## src/rtl/req_encoder_32to5_pkg.sv

```systemverilog
// Shared sizes, FSM state encoding and helpers for the 32-to-5 request encoder.
// Optional feature macro used by the top: REQ_ENC_MASK_EN (adds a request mask input).
package req_encoder_32to5_pkg;

    localparam int unsigned NUM_REQ = 32;
    localparam int unsigned IDX_W   = $clog2(NUM_REQ);

    typedef enum logic {
        ST_IDLE = 1'b0,
        ST_HOLD = 1'b1
    } state_e;

    // Payload presented to the consumer.
    typedef struct packed {
        logic             valid;
        logic [IDX_W-1:0] idx;
    } out_beat_t;

    function automatic logic [NUM_REQ-1:0] onehot(input logic [IDX_W-1:0] idx);
        return NUM_REQ'(1) << idx;
    endfunction

endpackage

```

## src/rtl/req_encoder_32to5_ffs_encoder.sv

```systemverilog
// Combinational find-first-set: lowest set bit of vec_i wins, any_c_o flags a non-empty vector.
module ffs_encoder
    import req_encoder_32to5_pkg::*;
#(
    parameter int unsigned N_IN  = NUM_REQ,
    parameter int unsigned IDX_N = IDX_W
) (
    input  logic [N_IN-1:0]  vec_i,
    output logic [IDX_N-1:0] idx_c_o,
    output logic             any_c_o
);

    // Scan from the top so the lowest set bit is the last one written.
    always_comb begin
        idx_c_o = '0;
        any_c_o = |vec_i;
        for (int i = int'(N_IN) - 1; i >= 0; i--) begin
            if (vec_i[i]) begin
                idx_c_o = IDX_N'(i);
            end
        end
    end

endmodule

```

## src/rtl/req_encoder_32to5.sv

```systemverilog
// Collects request pulses into a pending set and hands out the lowest pending index over valid/ready.
// Build option: define REQ_ENC_MASK_EN to add mask_i (masked bits stay pending but are not selected).
module req_encoder_32to5
    import req_encoder_32to5_pkg::*;
(
    input  logic               clk_i,
    input  logic               rst_i,
    input  logic [NUM_REQ-1:0] req_i,
`ifdef REQ_ENC_MASK_EN
    input  logic [NUM_REQ-1:0] mask_i,
`endif
    input  logic               out_ready_i,
    output logic               out_valid_o,
    output logic [IDX_W-1:0]   out_idx_o,
    output logic [NUM_REQ-1:0] pending_o
);

    state_e             state_q, state_d;
    out_beat_t          out_q;
    logic [IDX_W-1:0]   out_idx_d;
    logic [NUM_REQ-1:0] pending_q, pending_d;

    logic               accept_c;
    logic [NUM_REQ-1:0] clr_c;
    logic [NUM_REQ-1:0] elig_c;
    logic [IDX_W-1:0]   sel_idx_c;
    logic               sel_any_c;

    assign accept_c = (state_q == ST_HOLD) && out_ready_i;
    assign clr_c    = accept_c ? onehot(out_q.idx) : '0;

    // Set wins over clear, so a same-cycle re-request of the accepted bit survives.
    assign pending_d = (pending_q & ~clr_c) | req_i;

`ifdef REQ_ENC_MASK_EN
    assign elig_c = pending_q & ~clr_c & ~mask_i;
`else
    assign elig_c = pending_q & ~clr_c;
`endif

    ffs_encoder #(
        .N_IN  (NUM_REQ),
        .IDX_N (IDX_W)
    ) u_ffs (
        .vec_i   (elig_c),
        .idx_c_o (sel_idx_c),
        .any_c_o (sel_any_c)
    );

    always_ff @(posedge clk_i) begin
        if (rst_i) begin
            state_q   <= ST_IDLE;
            out_q     <= '0;
            pending_q <= '0;
        end else begin
            state_q   <= state_d;
            out_q     <= '{valid: (state_d == ST_HOLD), idx: out_idx_d};
            pending_q <= pending_d;
        end
    end

    // HOLD freezes the index until accepted; an accept with more work reloads without a bubble.
    always_comb begin
        state_d   = state_q;
        out_idx_d = out_q.idx;
        case (state_q)
            ST_IDLE: begin
                if (sel_any_c) begin
                    out_idx_d = sel_idx_c;
                    state_d   = ST_HOLD;
                end
            end
            ST_HOLD: begin
                if (out_ready_i) begin
                    if (sel_any_c) begin
                        out_idx_d = sel_idx_c;
                    end else begin
                        state_d = ST_IDLE;
                    end
                end
            end
        endcase
    end

    assign out_valid_o = out_q.valid;
    assign out_idx_o   = out_q.idx;
    assign pending_o   = pending_q;

endmodule

```

## config.mk

```make
export PLATFORM = sky130hd
export DESIGN_NAME = req_encoder_32to5
export DESIGN_NICKNAME = d
export VERILOG_FILES = /design/src/rtl/req_encoder_32to5_pkg.sv /design/src/rtl/req_encoder_32to5_ffs_encoder.sv /design/src/rtl/req_encoder_32to5.sv
export SDC_FILE = /design/constraint.sdc
export NUM_CORES = 1
export LEC_CHECK = 0
export ABC_AREA = 1
export CORE_ASPECT_RATIO = 0.9
export CORE_UTILIZATION = 40
export CTS_CLUSTER_DIAMETER = 60
export DETAILED_ROUTE_END_ITERATION = 6
export PLACE_DENSITY = 0.87
export RECOVER_POWER = 100
export REMOVE_ABC_BUFFERS = 1
export SLEW_MARGIN = 20
export SYNTH_ARGS = -nofsm -noshare
export SYNTH_HDL_FRONTEND = slang
export SYNTH_SLANG_ARGS = --single-unit
```

## constraint.sdc

```tcl
create_clock -name clk_i -period 2.3 [get_ports clk_i]
set_clock_uncertainty 0.15 [all_clocks]
set_input_delay 0.23 -clock clk_i [delete_from_list [all_inputs] [get_ports clk_i]]
set_output_delay 0.23 -clock clk_i [all_outputs]
set_load 0.03 [all_outputs]
```

==> out/qor.yml <==
synth_warnings: 0
die_area_um2: 5180
report.final.slew_viol_count: 0
reg2reg_setup_slack_ns: -0.72
run_status: "finished with violations"
routabilityCongestion: 1.14
grt_pass1_vias: 2641
critPathKind: "reg2reg"
cpPeakStageDelay_ns: 0.40
r2r_start: "out_idx_o[0]"
path_clk_slew_ns: 0.07
cts_made_buffers: 5
cp-end-kind: "flop"
rows: 23
ys_ff_latch: 38
io_buffer_count: 72
dp_slack_ns: -0.876
grt_pass1_wl_um: 12500
clk_latency_ns: 0.30
track_usage_pct: 33.5
drtIter0Drc: 327
synth_area_leader_cell: "dfxtp_1"
hold_end: "pending_o[30]"
die_w_um: 75.8
placed_cells: 488
final_cell_mix: "98 x buf_4, 71 x clkdlybuf4s50_1, 52 x nand2_1"
crit_fanout: 4
hpwl_um: 5570
setup_viol: 6
ctsRootBufferMaster: "clkbuf_8"
synthDistinctLibCells: 30
start_kind: "flop"
worst-path-buf-inv: 1
violations: "setup timing"
via_count: 2779
avgViaCountPerCell: 5.49
fmax_mhz: 331
synth_area_per_cell_um2: 7.12
syn_area_um2: 1960
fin_ws_ns: -0.717
leakagePower_nw: 1.71
cts_tree: "done"
worstMarginPinSlew_ns: 0.411
antenna_found_initial: 0
critPathTopFamily: "simple AND/OR/NAND/NOR gates"
drt-total-wl_um: 8520
critPathSlowestCell: "dfxtp_4"
first_pass_iters: 6
syn_to_final_growth_pct: 87.7
maxSlewHeadroom_pct: 72.5
worstPathRequired_ns: 2.33
power_density_nw_per_um2: 553
ant_nets: 0
fin_util_pct: 80.3
avgRoutedWirePerCell_um: 16.8
clockBufferDepth: 2
final_nets: 478
drc: 0
cts_hold_buf: 0
period_needed_ns: 3.02
synth_area_leaders: "dfxtp_1 39%, nand2_1 12%, o21ai_2 9.4%"
arrival_ns: 3.04
core_area_um2: 4580
grt_start_max_net_pins: 36
min_from: "req_i[30]"
r2r_end: "out_idx_o[0]"
synth_seq_area_share_pct: 38.8
grt.overflow.total: 0
mostFrequentLayoutCell: "buf_4"
cts_num_sinks: 38
ff2ff_path_depth: 33
die_h_um: 68.4
rsz0062_at_grt: "yes"
hold_viol: 0
htree_levels: 2
start_util_pct: 42.8
hold_class: "in2reg"
fin_cells: 506
crit_top_cell: "nand2_1"
cap_violations: 0
top_level_ports: 73
netlist_instances: 275
vdd_drop_max_mv: 0.358
drive_gt1_share_pct: 36.3
period_share_pct: 131
antennaDiodeCount: 0
synth_top_area_share_pct: 38.8
hold_path_depth: 3
-- kinds of logic (layout without fill, tap and decap cells) --
kind of cell / Yosys count / in the layout / share of synthesized area (%)
AND/OR/NAND/NOR: 106 / 106 / 23.7
AO/OA/AOI/OAI: 77 / 77 / 25.6
buffers and inverters: 54 / 223 / 11.9
flip-flops: 38 / 38 / 38.8
-- metrics by stage --
stage                     power (W)  TNS [ns]  cell area, µm²  hold slack, ns
after global routing        0.00210     -4.01            3670           0.339
after detailed placement    0.00140     -3.04            3370           0.426
after global placement      0.00138     -2.37            3370           0.418
after floorplan             0.00103     -1.35            1900           0.142
after CTS                   0.00199     -1.73            3640           0.317
final                       0.00203     -3.37            3670           0.318
-- report_power, final --
part | internal (W) | switching [W] | total (W) | leakage [nW]
Clock | 0.000324 | 0.000238 | 0.000563 | 0.0524
Combinational | 0.000335 | 0.000381 | 0.000716 | 1.34
Sequential | 0.000706 | 0.0000463 | 0.000753 | 0.320
Total | 0.00137 | 0.000666 | 0.00203 | 1.71
-- Yosys cell counts --
master and n:
a21oi_1 31, a21oi_2 1, a31oi_1 4, buf_1 1
buf_2 2, buf_4 2, buf_6 2, clkbuf_1 3
clkinv_1 1, clkinv_4 1, dfxtp_1 38, inv_1 39
inv_2 3, nand2_1 61, nand3_1 1, nand3_2 1
nand4_1 8, nand4_4 1, nor2_1 27, nor2_2 1
nor3_1 3, nor3_2 2, nor4_1 1, o211a_1 1
o21ai_1 15, o21ai_2 21, o21ai_4 1, o21bai_1 1
o221a_1 1, o31ai_1 1
-- how the worst max path moves through the flow --
stage	start	end	cells after the start
after detailed placement	out_ready_i	out_idx_o[0]	33
after CTS	out_idx_o[2]	out_idx_o[0]	34
after floorplan	out_idx_o[4]	out_idx_o[0]	34
final	out_idx_o[0]	out_idx_o[0]	33
after global routing	out_idx_o[0]	out_idx_o[0]	33
after global placement	out_ready_i	out_idx_o[0]	34
-- sequential cells by signal, summed over array words and instances (netlist names) --
signal / cells
pending_o: 32
out_idx_o: 5
out_valid_o: 1
-- per-layer routing --
metal | track usage, % | part of all wire [%] | up-vias
met5 | 0 | 0 | -
met4 | 19.2 | 5.9 | 0
met3 | 8.84 | 9.8 | 70
met2 | 55.5 | 46 | 227
met1 | 38.8 | 38 | 1245
li1 | - | - | 1237
-- final cells by class --
| type | instances | area (µm²) |
|---|---|---|
| Multi-Input combinational cell | 183 | 1070 |
| Clock buffer | 7 | 76.3 |
| Inverter | 44 | 173 |
| Timing Repair Buffer | 171 | 1480 |
| Sequential cell | 38 | 773 |
| Clock inverter | 1 | 30.0 |
| Tap cell | 62 | 77.6 |
| Fill cell | 261 | 901 |
-- tightest hold or removal path, stage by stage --
cell and delay [ns]:
clkdlybuf4s50_1 0.39, inv_1 0.05, a21oi_1 0.05
-- repair_timing --
item	4_1_cts	5_1_grt
gates cloned	0	0
gates resized for setup	30	6
pin swaps	20	5
endpoints found under the setup margin	6	6
buffers inserted	10	2
No activity file was read; power rests on OpenSTA's default activity.
